### src/rtl/team_06_echo_sequencer.sv
// Echo effect sequencer: records each dry sample, optionally reads back a delayed
// sample through the SRAM stage, and mixes dry and delayed audio into one output.
module team_06_echo_sequencer #(
    parameter int TIMEOUT = 32,
    parameter int REC_MIN = 3
) (
    input  logic        clk,
    input  logic        rst,
    input  logic        sampleTick,
    input  logic [7:0]  audioIn,
    input  logic [2:0]  effect,
    input  logic [7:0]  delayAudio,
    input  logic        goodData,
    input  logic        busySRAM,
    output logic        record,
    output logic        search,
    output logic [12:0] offset,
    output logic [7:0]  effectAudioIn,
    output logic [7:0]  audioOut,
    output logic        sampleValid,
    output logic        overrun
);

    localparam int CNT_MAX = (TIMEOUT > REC_MIN) ? TIMEOUT : REC_MIN;
    localparam int CNT_W   = $clog2(CNT_MAX + 1);
    localparam logic [CNT_W-1:0] REC_MIN_C  = CNT_W'(REC_MIN);
    localparam logic [CNT_W-1:0] TMO_LAST_C = CNT_W'(TIMEOUT - 1);
    localparam logic [7:0]       MIDSCALE   = 8'd128;

    typedef enum logic [2:0] {
        IDLE, REC, REC_WAIT, SRCH, SRCH_WAIT, SETTLE, MIX
    } state_t;

    state_t           state_q, state_d;
    logic [7:0]       dry_q, dry_d;
    logic [7:0]       wet_q, wet_d;
    logic [7:0]       eaud_q, eaud_d;
    logic [7:0]       out_q, out_d;
    logic [2:0]       eff_q, eff_d;
    logic [2:0]       eff_prev_q, eff_prev_d;
    logic [CNT_W-1:0] cnt_q, cnt_d;
    logic             seen_q, seen_d;
    logic             ovr_q, ovr_d;
    logic             echo_sel;

    // 9-bit sum halved: the carry becomes the MSB, so the average never overflows.
    function automatic logic [7:0] mix_avg(input logic [7:0] a, input logic [7:0] b);
        logic [8:0] sum;
        sum = {1'b0, a} + {1'b0, b};
        return sum[8:1];
    endfunction

    assign echo_sel = (eff_q == 3'd1) || (eff_q == 3'd2);

    always_ff @(posedge clk or posedge rst) begin
        if (rst) begin
            state_q <= IDLE;
        end else begin
            state_q <= state_d;
        end
    end

    always_comb begin
        state_d = state_q;
        case (state_q)
            IDLE:      if (sampleTick) state_d = REC;
            REC:       state_d = REC_WAIT;
            REC_WAIT:  if ((cnt_q >= REC_MIN_C) && !busySRAM)
                           state_d = (echo_sel && goodData) ? SRCH : MIX;
            SRCH:      state_d = SRCH_WAIT;
            SRCH_WAIT: if ((seen_q && !busySRAM) || (cnt_q == TMO_LAST_C))
                           state_d = SETTLE;
            SETTLE:    state_d = MIX;
            MIX:       state_d = IDLE;
            default:   state_d = IDLE;
        endcase
    end

    always_comb begin
        record      = (state_q == REC);
        search      = (state_q == SRCH);
        sampleValid = (state_q == MIX);
    end

    always_comb begin
        dry_d      = dry_q;
        wet_d      = wet_q;
        eaud_d     = eaud_q;
        out_d      = out_q;
        eff_d      = eff_q;
        eff_prev_d = effect;
        cnt_d      = cnt_q;
        seen_d     = seen_q;
        ovr_d      = ovr_q;
        case (state_q)
            IDLE: begin
                if (sampleTick) begin
                    dry_d  = audioIn;
                    eaud_d = audioIn;
                    eff_d  = effect;
                end
                if (effect != eff_prev_q) ovr_d = 1'b0;
            end
            REC:       cnt_d = '0;
            REC_WAIT: begin
                // Saturate at REC_MIN so a long busy stretch cannot wrap the counter.
                if (cnt_q < REC_MIN_C) cnt_d = cnt_q + 1'b1;
                if (state_d == MIX) wet_d = MIDSCALE;
            end
            SRCH: begin
                cnt_d  = '0;
                seen_d = 1'b0;
            end
            SRCH_WAIT: begin
                cnt_d  = cnt_q + 1'b1;
                seen_d = seen_q | busySRAM;
            end
            SETTLE:    wet_d = delayAudio;
            default:   ;
        endcase
        if ((state_q != IDLE) && sampleTick) ovr_d = 1'b1;
        // Output is loaded on entry to MIX so it is already valid with sampleValid.
        if (state_d == MIX) out_d = echo_sel ? mix_avg(dry_q, wet_d) : dry_q;
    end

    always_ff @(posedge clk or posedge rst) begin
        if (rst) begin
            dry_q      <= MIDSCALE;
            wet_q      <= MIDSCALE;
            eaud_q     <= MIDSCALE;
            out_q      <= MIDSCALE;
            eff_q      <= 3'd0;
            eff_prev_q <= 3'd0;
            cnt_q      <= '0;
            seen_q     <= 1'b0;
            ovr_q      <= 1'b0;
        end else begin
            dry_q      <= dry_d;
            wet_q      <= wet_d;
            eaud_q     <= eaud_d;
            out_q      <= out_d;
            eff_q      <= eff_d;
            eff_prev_q <= eff_prev_d;
            cnt_q      <= cnt_d;
            seen_q     <= seen_d;
            ovr_q      <= ovr_d;
        end
    end

    always_comb begin
        case (eff_q)
            3'd1:    offset = 13'd2048;
            3'd2:    offset = 13'd8191;
            default: offset = 13'd0;
        endcase
    end

    assign effectAudioIn = eaud_q;
    assign audioOut      = out_q;
    assign overrun       = ovr_q;

endmodule

### config.mk
export PLATFORM = sky130hd
export DESIGN_NAME = team_06_echo_sequencer
export DESIGN_NICKNAME = d
export VERILOG_FILES = /design/src/rtl/team_06_echo_sequencer.sv
export SDC_FILE = /design/constraint.sdc
export NUM_CORES = 1
export LEC_CHECK = 0
export CORE_MARGIN = 4
export CORE_UTILIZATION = 49
export DETAILED_ROUTE_END_ITERATION = 16
export PLACE_DENSITY = 0.88
export SLEW_MARGIN = 20
export SYNTH_ARGS = -nofsm -noshare
export SYNTH_HDL_FRONTEND = slang
export SYNTH_SLANG_ARGS = --single-unit
export TNS_END_PERCENT = 100
### constraint.sdc
create_clock -name clk -period 4 [get_ports clk]
set_input_delay 1 -clock clk [delete_from_list [all_inputs] [get_ports clk]]
set_output_delay 1 -clock clk [all_outputs]
set_load 0.005 [all_outputs]
* Yosys cells after proc, flatten, opt, wreduce, memory -nomap -nowiden *
Cells that the tools add are included.
W data, S select, Z words.

cells by class
  add/sub/neg operators = 2
  multiply operators = 0
  divide/modulo/power cells = 0
  order comparisons = 2
  equality and inequality tests = 12
  shift-type cells = 0
  multiplexer cells = 15
  bitwise gates (word level) = 1
  reductions and logical operators = 17

operators with widths
  operator               count
  $pmux W13 S2           1
  $pmux W3 S6            1
  $pmux W6 S3            1
  $mux W8                2
  $pmux W8 S2            1
  $eq A3 B3 Y1 const B   4
  $mux W3                4
  $add A8 B8 Y9          1
  $eq A3 B2 Y1 const B   3
  $add A6 B1 Y6 const B  1
  $eq A3 B1 Y1 const B   2
  $eq A6 B5 Y1 const B   1
  $ge A6 B2 Y1 const B   1
  $lt A6 B2 Y1 const B   1
  $mux W6                1
  $reduce_and A2 Y1      3
  $reduce_bool A2 Y1     3
  $reduce_bool A3 Y1     2
  $logic_and A1 B1 Y1    4
  $logic_not A3 Y1       1
  $mux W1                3
  $ne A3 B3 Y1           1
  $logic_or A1 B1 Y1     2
  $ne A2 B2 Y1 const B   1
  4 further kinds        4

storage, ports and cells
  flip-flop bits (word level) = 41
  bits in latches = 0
  bits in writable memories = 0
  memory bits (read-only) = 0
  input port bits = 24
  output and inout port bits = 33
  word-level logic and storage cells = 58
  memories kept = 0

* Longest topological paths before layout *
  word-level depth = 11
  gate-level depth with buffers = 13
  depth with buffers taken out = 13

* Worst setup path before layout *
No wires, ideal clock.

  path type = in2reg
  start point = in busySRAM
  end point = reg out_q[5], in the netlist audioOut[5]
  library setup time = 0.131 ns
  arrival = 2.978 ns
  data required time = 3.869 ns
  slack = 0.891 ns
  stages = 10
  path buffers = 0
  cell sequence = a211oi_2 and2_2 nor2_1 a22o_1 fa_1 a211oi_1 o21bai_1 a21oi_1 xor2_1 o211ai_1

on the way
  cells in the longest elaborated chain, start to end = 10
  elaborated cells between the ends (all ways) = 12
  those cells by class = 1 x add/sub; 1 x eq/ne; 6 x mux; 4 x reduce/logical

RTL lines
  item                  RTL line  RTL
  start, declared       14        input logic busySRAM,
  $logic_not A1 Y1 (*)  68, 71
  $logic_and A1 B1 Y1   71        SRCH_WAIT: if ((seen_q && !busySRAM) || (cnt_q == TMO_LAST_C))
  $logic_or A1 B1 Y1    71
  $mux W3               71
  $pmux W3 S6 (*)       65        case (state_q)
  $eq A3 B3 Y1 (*)      108       if (state_d == MIX) wet_d = MIDSCALE;
  $mux W8 (*)           108
  $pmux W8 S2 (*)       95        case (state_q)
  named net wet_d[1]    36        logic [7:0] wet_q, wet_d;
  $add A8 B8 Y9 (*)     49        sum = {1'b0, a} + {1'b0, b};
  $mux W8 (*)           123       if (state_d == MIX) out_d = echo_sel ? mix_avg(dry_q, wet_d) : dry_q;
  end signal, assigned  141       out_q <= out_d;
  end, declared         38        logic [7:0] out_q, out_d;

Mark *: on every way through the listed nets, which the timed path passes. The rest lies on a longest branch.
A chain may end at the register's enable or synchronous reset.

* Worst setup path after layout *
  start point = in busySRAM
  end point = reg out_q[6], in the netlist audioOut[6]

The elaborated chain is that of the path after synthesis.

==> results.md <==
- The instance count after placement with tap cells included is 316.
- The number of buffer and inverter stages on the critical path is 1.
- The average cell area after synthesis is 10.4 um^2.
- The tree is rooted in a sky130_fd_sc_hd__clkbuf_8.
- The count of flip-flops with a built-in enable after synthesis is 0.
- The kind of cell with the highest combined delay along the critical path is compound AO/OA/AOI/OAI gates.
- The total inserted antenna cells is 0.
- For this design the ratio of total power to cell area is 829 nW/um^2.
- The static power due to leakage is 1.29 nW.
- The number of cell instances on the worst register-to-register path is 12.
- The number of setup buffers added after CTS is 0.
- In this run the core area contains 24 standard-cell rows.
- The total core area is 4470 um^2.
- The area share of the largest cell type after synthesis is 41.1%.
- For this block, the via count after detailed routing is 1,779.
- At the pin with the least slew margin, the transition time is 620 ps.
- Yosys printed 0 warnings.
- At the end of routability-driven placement, the weighted congestion stood at 0.978.
- The cell area that synthesis handed to floorplanning was 2310 um^2.
- The critical path launch point is busySRAM.
- The arrival time of data at the critical path endpoint is 3830 ps.
- The path type of the worst setup path is in -> reg.
- The most used flip-flop cell after synthesis is sky130_fd_sc_hd__dfrtp_1.
- The via count of the first global-routing pass came to 1,822.
- The startpoint of the most critical register-to-register path is state_q[0].
- Setup repair after global routing left no endpoint under its margin.
- The number of endpoints with negative hold slack in the final report came to 0.
- The number of clock sinks is 41.
- The via count normalized by instance count is 5.49.
- STA puts the critical path data required time at 4210 ps.
- In this run the number of cells on the critical path is 12.
- In the synthesized netlist, the number of instances is 223.
- The maximum clock path buffer count is 2.
- The share of cell area taken by muxes after synthesis is 10.1%.
- The number of violations reported at the end of detailed-routing iteration 0 is 126.
- The final standard cell count with taps included and fillers excluded is 324.
- In this run the number of H-tree levels came out at 2.
- The dominant cell type by count on the critical path is sky130_fd_sc_hd__o211ai_1.
- For met1 alone, demand over resource in global routing was 24.2%.
- Traced cell by cell, the critical path runs through clkdlybuf4s50_1 > a211oi_2 > and2_2 > nor2_1 > a22o_1 > ha_1 > a21oi_1 > o211ai_1 > a21o_1 > a41o_1 > xnor2_1 > o211ai_1.
- The antenna violation net count after detailed routing is 0.
- The clock insertion delay at the later pin of the skew report is 290 ps.
- The minimum setup slack among reg-to-reg paths is 650 ps.
- Of the cells placed in the final design, the portion with a size suffix greater than 1 is 15.4%.
- The class of the tightest hold or removal check is reg -> reg.
- By area the synthesized netlist is led by sky130_fd_sc_hd__dfrtp_1 41%, sky130_fd_sc_hd__mux2_2 9.2%, sky130_fd_sc_hd__ha_1 4.3%.
- The maximum clock frequency is 276 MHz.
- For this run, the share of the core covered by cells in the final layout is 66.5%.
- The placed instances occupy a cell area of 2860 um^2.
- TritonCTS built the clock tree.
- STA classifies the critical path startpoint as an input pin.
- The floorplan die width is 76.7 um.
- The synthesized netlist devotes 14.4% of its cell area to simple gates.
- Entering global routing, the biggest net connects 42 pins.
- For this run, the detailed router's first-pass iteration total came to 4.
- The total nets after synthesis is 256.
- Sequential cells were found to cover 44.5% of the synthesized design area.
- The total power after layout is 2.47 mW.
- The worst-case IR drop observed on VDD is 0.000454 V.
- The share of the synthesized netlist area taken by xor and xnor gates is 4.54%.
- The synthesized netlist contains 48 unique library cells.
- Detailed placement finished with a half-perimeter wire length of 3660 um.
- The flow ran to the end, and the final reports show no timing, DRC or antenna violations.
- Wires add up to 4830 um.
- The share of the clock period used by the worst path after layout is 90.5%.
- The critical-path cell with the highest stage delay is sky130_fd_sc_hd__clkdlybuf4s50_1.
- The synthesized design spends more area on one cell type than any other, namely sky130_fd_sc_hd__dfrtp_1.
- In this run the tool buffered the top-level ports with 56 buffer cells.
- Among all cell types in the netlist, the one instantiated most often is sky130_fd_sc_hd__dfrtp_1.
- Clock skew on the completed layout was measured at 6.25 ps.
- The number of max-cap violations is 0.
- Sorting the synthesized cells by how often they occur yields 38 x sky130_fd_sc_hd__dfrtp_1, 19 x sky130_fd_sc_hd__mux2_2, 19 x sky130_fd_sc_hd__nand2_1, 18 x sky130_fd_sc_hd__nor2_1, 12 x sky130_fd_sc_hd__buf_4.
- The met3 usage is 4.68%.
- The initial antenna violation count is 0.
- Counting the fill cells in the layout gives 342.
- The floorplan step set the die height to 76.7 um.
- The design area is 2980 um^2.
- Measured against its own limit, the worst slew margin works out to 58.7%.
- The setup violation total in the final timing report is 0.
- Hold repair after CTS inserted 0 buffers.
- 57 I/O pins were placed.
- After detailed routing, the number of remaining DRC violations is 0.
- The proportion of register bits with asynchronous set or reset after synthesis is 100%.
- The first-pass GRT wire length is 8550 um.
- The layer flagged by global routing as most heavily used is met2.
- After clock tree synthesis, the clock-pin slew on the worst setup and hold paths is 70 ps.
- Clock tree synthesis inserted a total of 5 buffers.
- The multi-input combinational cells in the finished layout cover a total of 1140 um^2.
- The average wire per cell in the routed design is 14.9 um.
- The delay contributed by the slowest stage of the critical path is 570 ps.
- The leftover overflow at the end of global routing is 0.
- The post-route minimum period is 3620 ps.
- The destination of the worst register-to-register timing path is audioOut[7].
- The total routing usage reported by global routing is 17.9%.
- The full die area is 5880 um^2.
- The synthesized netlist devotes 15.0% of its cell area to compound gates.
- Post-CTS repair changed the size of 0 cells.
- The setup TNS after final layout is 0 ps.
- The max-slew violation total from the final report came to 0.
- The element type at the critical path end is a register.
- The termination of the worst setup path is audioOut[6].
- In this run the worst path has a maximum fanout of 6.
- The count of state elements after synthesis is 41.
- Across the whole layout, storage elements account for 1030 um^2.
- The initial cell density of the core is 51.7%.
- Compared with the post-synthesis result, the final layout area differs by 28.6%.
- The adder-cell share of the synthesized area is 5.19%.
- For this run, the post-layout net count is 304.
- The met2 capacity usage during global routing is 28.3%.
- The main combinational cell family by area after synthesis is compound AO/OA/AOI/OAI gates.
## worst register-to-register path, cell delays in order (launching register included)
cell                       delay (ps)
sky130_fd_sc_hd__dfrtp_1          490
sky130_fd_sc_hd__or3b_1           430
sky130_fd_sc_hd__a211oi_2         310
sky130_fd_sc_hd__and2_2           210
sky130_fd_sc_hd__nor2_1           100
sky130_fd_sc_hd__a22o_1           300
sky130_fd_sc_hd__fa_1             450
sky130_fd_sc_hd__a211oi_1         300
sky130_fd_sc_hd__o21bai_1         140
sky130_fd_sc_hd__nand3_1          110
sky130_fd_sc_hd__nand2_1           60
sky130_fd_sc_hd__a211oi_1         230
sky130_fd_sc_hd__o21ai_0          130
## worst min path at each step
stage	cells after the start	startpoint	slack (ps)	to
3_3_place_gp	2	overrun	480	overrun
5_1_grt	2	audioOut[7]	520	audioOut[7]
4_1_cts	2	audioOut[7]	500	audioOut[7]
6_report	2	audioOut[7]	500	audioOut[7]
3_5_place_dp	2	audioOut[7]	480	audioOut[7]
2_1_floorplan	1	seen_q	470	seen_q
## cell usage in the layout (no fill, tap or decap), drive strengths merged, types with 4 or more instances in the layout
cell,synthesis,final
xnor2,5,5
a22o,7,7
inv,6,6
a211oi,5,5
o21ai,8,8
nand2,19,19
dfrtp,38,38
a21oi,12,12
clkbuf,6,6
xor2,7,7
ha,8,8
nor2,18,18
mux2,19,19
nand4,4,4
clkdlybuf4s50,0,56
nor2b,4,4
buf,14,5
## power breakdown
part | total [mW] | internal [mW] | switching (mW)
clock | 0.339 | 0.203 | 0.136
combinational | 1.39 | 0.738 | 0.651
sequential | 0.740 | 0.594 | 0.146
## metal layers
layer / wire length [um] / vias up
met2: 2240 / 67
li1: - / 881
met1: 2210 / 823
met5: 0 / -
met4: 52 / 0
met3: 322 / 8
## flip-flops by register name, summed over array words and instances, names as in the netlist
name,count
overrun,1
eff_q,3
wet_q,8
seen_q,1
eff_prev_q,3
effectAudioIn,8
state_q,3
cnt_q,6
audioOut,8
## cell type report
cell class	instances	share of cell area [%]
clock buffer	6	2.78
clock inverter	2	1.26
inverter	6	0.757
multi-input combinational	156	38.3
sequential	41	34.6
tap	52	2.19
timing repair buffer	61	20.1
## logic make-up (layout without fill, tap and decap cells)
logic type | after synthesis | after routing
DFF | 41 | 41
and+or+nand+nor | 65 | 65
buffers and inverters | 26 | 75
AOI/OAI and AO/OA | 49 | 49
xor gates and xnor gates | 12 | 12
adders and majority gates | 9 | 9
muxes | 21 | 21
## through the flow
step / hold WS [ps] / setup slack [ps]
5_1_grt: 517 / 226
4_1_cts: 502 / 434
2_1_floorplan: 466 / 891
3_3_place_gp: 479 / 228
3_5_place_dp: 477 / 150
6_report: 501 / 378
Note: power is estimated with default switching activity, not from simulation.
